$ cat src/rtl/hazard_sequencer_pkg.sv
// Shared core definitions: PCsrc encodings used by the decode controller and
// the hazard sequencer, plus the sequencer state type.
package hazard_sequencer_pkg;

   // PCsrc field of the registered decode control word
   localparam logic [3:0] PCSRC_SEQ = 4'b0000;
   localparam logic [3:0] PCSRC_JR  = 4'b0001;
   localparam logic [3:0] PCSRC_BR  = 4'b0010;
   localparam logic [3:0] PCSRC_J   = 4'b0101;
   localparam logic [3:0] PCSRC_JAL = 4'b1101;

   typedef enum logic [1:0] {
      StBoot,
      StRun,
      StMemWait,
      StHalt
   } hz_state_e;

endpackage

$ cat src/rtl/hazard_sequencer.sv
// Pipeline stall/flush sequencer: resolves load-use hazards, branch/jump
// redirects and data-memory wait states, and halts the core when data memory
// fails to respond within MEM_TIMEOUT frozen cycles.
module hazard_sequencer
   import hazard_sequencer_pkg::*;
#(
   parameter int unsigned MEM_TIMEOUT = 255
) (
   input  logic        clk,
   input  logic        reset_n,
   input  logic [4:0]  id_rs,
   input  logic [4:0]  id_rt,
   input  logic        id_uses_rt,
   input  logic        ex_memread,
   input  logic [4:0]  ex_rt,
   input  logic [3:0]  ex_pcsrc,
   input  logic        ex_br_taken,
   input  logic        mem_req,
   input  logic        mem_ready,
   output logic        pc_en,
   output logic        ifid_en,
   output logic        idex_en,
   output logic        exmem_en,
   output logic        ifid_flush,
   output logic        idex_flush,
   output logic        memwb_flush,
   output logic        mem_timeout,
   output logic [15:0] stall_cycles
);

   localparam int unsigned CntW = $clog2(MEM_TIMEOUT + 1);
   localparam logic [CntW-1:0] WaitLast = CntW'(MEM_TIMEOUT - 1);

   hz_state_e       state_q, state_d;
   logic [CntW-1:0] wait_cnt_q, wait_cnt_d;
   logic            mem_timeout_q, mem_timeout_d;
   logic [15:0]     stall_q, stall_d;

   logic freeze, redirect, loaduse;

   // Hazard conditions
   always_comb begin
      freeze   = ((state_q == StRun) && mem_req && !mem_ready) ||
                 ((state_q == StMemWait) && !mem_ready);
      redirect = ex_pcsrc[0] || ((ex_pcsrc == PCSRC_BR) && ex_br_taken);
      loaduse  = ex_memread && (ex_rt != 5'd0) &&
                 ((ex_rt == id_rs) || (id_uses_rt && (ex_rt == id_rt)));
   end

   // Strobes: BOOT/HALT fixed, otherwise freeze > redirect > loaduse > normal
   always_comb begin
      pc_en       = 1'b1;
      ifid_en     = 1'b1;
      idex_en     = 1'b1;
      exmem_en    = 1'b1;
      ifid_flush  = 1'b0;
      idex_flush  = 1'b0;
      memwb_flush = 1'b0;
      if (state_q == StBoot) begin
         pc_en       = 1'b0;
         ifid_en     = 1'b0;
         idex_en     = 1'b0;
         exmem_en    = 1'b0;
         ifid_flush  = 1'b1;
         idex_flush  = 1'b1;
         memwb_flush = 1'b1;
      end else if (state_q == StHalt || freeze) begin
         pc_en       = 1'b0;
         ifid_en     = 1'b0;
         idex_en     = 1'b0;
         exmem_en    = 1'b0;
         memwb_flush = 1'b1;
      end else if (redirect) begin
         // Two bubbles; also kills any load-use dependent sitting in ID
         ifid_flush = 1'b1;
         idex_flush = 1'b1;
      end else if (loaduse) begin
         pc_en      = 1'b0;
         ifid_en    = 1'b0;
         idex_flush = 1'b1;
      end
   end

   // Next state, wait counter, sticky timeout and saturating stall count
   always_comb begin
      state_d       = state_q;
      wait_cnt_d    = wait_cnt_q;
      mem_timeout_d = mem_timeout_q;
      stall_d       = stall_q;
      unique case (state_q)
         StBoot: state_d = StRun;
         StRun: begin
            wait_cnt_d = '0;
            if (freeze) begin
               state_d    = StMemWait;
               wait_cnt_d = CntW'(1);
            end
         end
         StMemWait: begin
            if (!freeze) begin
               state_d    = StRun;
               wait_cnt_d = '0;
            end else if (wait_cnt_q == WaitLast) begin
               state_d       = StHalt;
               mem_timeout_d = 1'b1;
            end else begin
               wait_cnt_d = wait_cnt_q + CntW'(1);
            end
         end
         StHalt: state_d = StHalt;
         default: state_d = StBoot;
      endcase
      if ((state_q == StRun || state_q == StMemWait) && !pc_en && stall_q != 16'hFFFF) begin
         stall_d = stall_q + 16'd1;
      end
   end

   // Registered state, cleared asynchronously
   always_ff @(posedge clk or negedge reset_n) begin
      if (!reset_n) begin
         state_q       <= StBoot;
         wait_cnt_q    <= '0;
         mem_timeout_q <= 1'b0;
         stall_q       <= '0;
      end else begin
         state_q       <= state_d;
         wait_cnt_q    <= wait_cnt_d;
         mem_timeout_q <= mem_timeout_d;
         stall_q       <= stall_d;
      end
   end

   assign mem_timeout  = mem_timeout_q;
   assign stall_cycles = stall_q;

endmodule

$ cat config.mk
export PLATFORM = sky130hd
export DESIGN_NAME = hazard_sequencer
export DESIGN_NICKNAME = d
export VERILOG_FILES = /design/src/rtl/hazard_sequencer_pkg.sv /design/src/rtl/hazard_sequencer.sv
export SDC_FILE = /design/constraint.sdc
export NUM_CORES = 1
export LEC_CHECK = 0
export ABC_AREA = 1
export CORE_MARGIN = 4
export CORE_UTILIZATION = 45
export DETAILED_ROUTE_END_ITERATION = 8
export HOLD_SLACK_MARGIN = 0.08
export PLACE_DENSITY = 0.89
export SLEW_MARGIN = 25
export SYNTH_ARGS = -nofsm -noshare
export SYNTH_HDL_FRONTEND = slang
export SYNTH_SLANG_ARGS = --single-unit
$ cat constraint.sdc
create_clock -name clk -period 1.9 [get_ports clk]
set_input_delay 0.285 -clock clk [delete_from_list [all_inputs] [get_ports clk]]
set_output_delay 0.285 -clock clk [all_outputs]
set_load 0.01 [all_outputs]
==> results of run 1 <==
sequential cells by signal (all words and copies together), names as in the netlist:
| name | flops |
|---|---|
| stall_cycles | 16 |
| wait_cnt_q | 8 |
| state_q | 2 |
| mem_timeout | 1 |
where the power goes:
part           switching, uW  internal [uW]
combinational           1210           1020
sequential              88.2            658
clock                    199            150
total                   1500           1830
logic make-up (layout without fill, tap and decap cells):
group,Yosys count,after routing
buf+inv,48,118
simple gates,159,159
flops,27,27
compound gates,20,20
xor+xnor,17,17
fa+ha+maj,7,7
metrics by stage:
stage	std cells	total power, uW	utilization
after floorplan	278	1930	-
after global placement	386	2500	0.630
after detailed placement	386	2540	0.630
after CTS	391	2970	0.656
after global routing	398	3550	0.679
final	398	3330	0.679
what timing repair did:
action | CTS | global route
setup endpoints to repair | 7 | 25
pin swaps | 6 | 4
cloned | 0 | 0
setup buffers | 1 | 7
resized for setup | 42 | 20
how the worst min path moves through the flow:
stage | startpoint | to | slack, ps | cells after the start
6_report | reset_n | stall_cycles[12] | 350 | 2
5_1_grt | reset_n | stall_cycles[15] | 380 | 2
4_1_cts | reset_n | stall_cycles[12] | 370 | 2
3_5_place_dp | mem_timeout | mem_timeout | 490 | 2
3_3_place_gp | mem_timeout | mem_timeout | 450 | 2
2_1_floorplan | reset_n | mem_timeout | -10 | 0
per-layer routing:
layer | up-vias | GRT usage | part of all wire
met5 | - | 0 | 0
met4 | 0 | 0.0356 | 0.013
met3 | 9 | 0.0405 | 0.041
met2 | 49 | 0.365 | 0.53
met1 | 959 | 0.207 | 0.41
li1 | 1011 | - | -
layout make-up:
| class | instances | share of cell area |
|---|---|---|
| clock buffers | 3 | 0.0148 |
| well taps | 50 | 0.0224 |
| inverters | 43 | 0.0587 |
| clock inverters | 1 | 0.00269 |
| repair buffers | 71 | 0.241 |
| multi-input cells | 203 | 0.418 |
| flip-flops and latches | 27 | 0.243 |
cells in the mapped netlist (2+ instances only):
library cell / number / area [sq um]
nor2_1: 23 / 86.3
o21ai_0: 9 / 45.0
xnor2_1: 5 / 43.8
xor2_1: 12 / 105
nand2_1: 84 / 315
nand4_1: 3 / 18.8
a21oi_1: 2 / 10.0
ha_1: 7 / 87.6
inv_2: 5 / 18.8
inv_1: 38 / 143
dfrtp_1: 27 / 676
o21a_1: 2 / 15.0
nand3_1: 31 / 155
buf_4: 2 / 15.0
nor3_1: 9 / 45.0
worst register-to-register path, delay by kind of cell, from the launching register on:
family / cells / cell delay (ps)
and+or+nand+nor: 6 / 480
AOI/OAI and AO/OA: 1 / 180
buffers and inverters: 4 / 460
DFF: 1 / 450
adders and majority gates: 1 / 130
==> run metrics, run 1 <==
result of the run finished with violations; failing checks setup timing; Synth Area in Compound Gates 0.0671; half-perimeter wire length after placement 3880 microns; shortest clock period the worst path allows after layout 2020 ps; sequential standard cell area 678 sq um; type of the worst setup path reg -> out; remaining global-route overflow 0; number of logic stages on the critical path including buffering 9; antenna diode instance count 0; Data arrival, critical path 1730 ps; most frequent cells in the layout nand2_1, clkdlybuf4s50_1, inv_1; parity-gate share of the synthesized area counting xor and xnor cells 0.0753; total non-filler cell area in the finished layout 2790 sq um; cells on worst reg2reg path 12; starting DRC count in detailed routing 124; dominant delay contributor by cell family on the critical path compound AO/OA/AOI/OAI gates; Setup crit start kind register; path category of the worst min-delay check in -> async; Synth Warn # 0; share of flip-flops with an asynchronous set or reset 1.00; Port Buffer Count 49; clock slew at the register clock pins of the worst setup and hold paths 110 ps; buffers plus inverters on the worst setup path 4; total placed instance area 2590 sq um; leakage dissipation 0.00136 uW; number of library cell types mapped by synthesis 34; footprint of the multi-input gates 1170 sq um; most common cell after layout, fill and taps aside nand2_1; transition time at the pin with the least slew margin 409 ps; I/O pin count 50; total DRC errors in the routed layout 0; final hold violation count 0; largest stage delay on the critical path 450 ps; critical path peak fanout 3; filler cell count in the final layout 308; initial antenna violation count 0; Skew-Pair Late Insertion Delay 290 ps; count of clock tree sinks 27; DIE AREA 5520 sq um; maximum buffer depth of the clock tree 2; CP Launch Point state_q[0]; Area Overhead vs Synth 41.3%; synthesized area per cell 7.11 sq um; reported max-cap violation count 0; synthesized-area fraction occupied by and/or/nand/nor cells 0.364; vertical extent of the die 74.3 microns; sequential fraction of the synthesis area 0.342; worst-case headroom to the max-slew limit 0.726; via count of the first global-routing pass 1966; endpoint of the lowest-slack register-to-register path stall_cycles[6]; maximum clock rate 496 MHz; CTS Buf Count 3; pin count of the biggest net entering global routing 28; endpoint kind of the worst setup timing path primary output; ordered list of cells on the worst path inv_2 -> ha_4 -> inv_2 -> a21oi_4 -> nor2_4 -> inv_2 -> o21ai_2 -> a31o_2 -> buf_6; net total in the final layout 382; first-pass detailed-route iteration total 5; vias after detailed routing 2028; worst hold margin 353 ps; Hold-fix buffers, CTS 0; setup repair after global routing missed its margin true; core area 4120 sq um; power per unit of standard cell area 1190 nW/um^2; share of final-layout standard cells stronger than drive strength 1 0.190; number of flops mapped to enable cells by yosys 0; floorplan row count 23; final slew viol count 0; Reg2Reg Setup Slack 110 ps; data required time at the worst endpoint 1620 ps; CTS HTree Levels 1; Clk Tree Root Cell clkbuf_8; Fin Clk Skew 12.5 ps; Fin Setup TNS -175 ps; mux share of post-synthesis cell area 0; routability congestion estimate 0.843; Initial Utilization 0.480; remaining antenna violation count 0; final-report setup violation count 3; flops & latches, synth 27; dominant synthesized flop cell dfrtp_1; post-synthesis instance area 1980 sq um; Setup crit end idex_flush; total wirelength of the detailed-routed design 5290 microns; synthesized instance count 278; global-route wire length before repair 8200 microns; CP most frequent cell inv_2; Post-Place Setup Slack -447 ps; fraction of the mapped netlist area in adder cells 0.0443; launch instance of the worst register-to-register path state_q[0]; mean routed wirelength per cell 13.3 microns; combined global-route utilization of all metal layers 0.187; clock tree from TritonCTS yes; IR Drop Worst-Case VDD 608 uV; synthesized net count 311; via density per instance 5.10; Critical-path top delay cell dfrtp_2; die outline width 74.3 microns; worst setup margin -118 ps; largest family of logic cells by synthesized area simple AND/OR/NAND/NOR gates; crit share post-route 1.06
Note: power is estimated with default switching activity, not from simulation.
==> run 2: changes to the inputs <==
--- a/config.mk
+++ b/config.mk
@@ -8,6 +8,7 @@
 export ABC_AREA = 1
 export CORE_MARGIN = 4
 export CORE_UTILIZATION = 45
+export CTS_CLUSTER_SIZE = 40
 export DETAILED_ROUTE_END_ITERATION = 8
 export HOLD_SLACK_MARGIN = 0.08
 export PLACE_DENSITY = 0.89
==> results of run 2 <==
The final DEF is identical to that of run 1; final timing and power are the same.
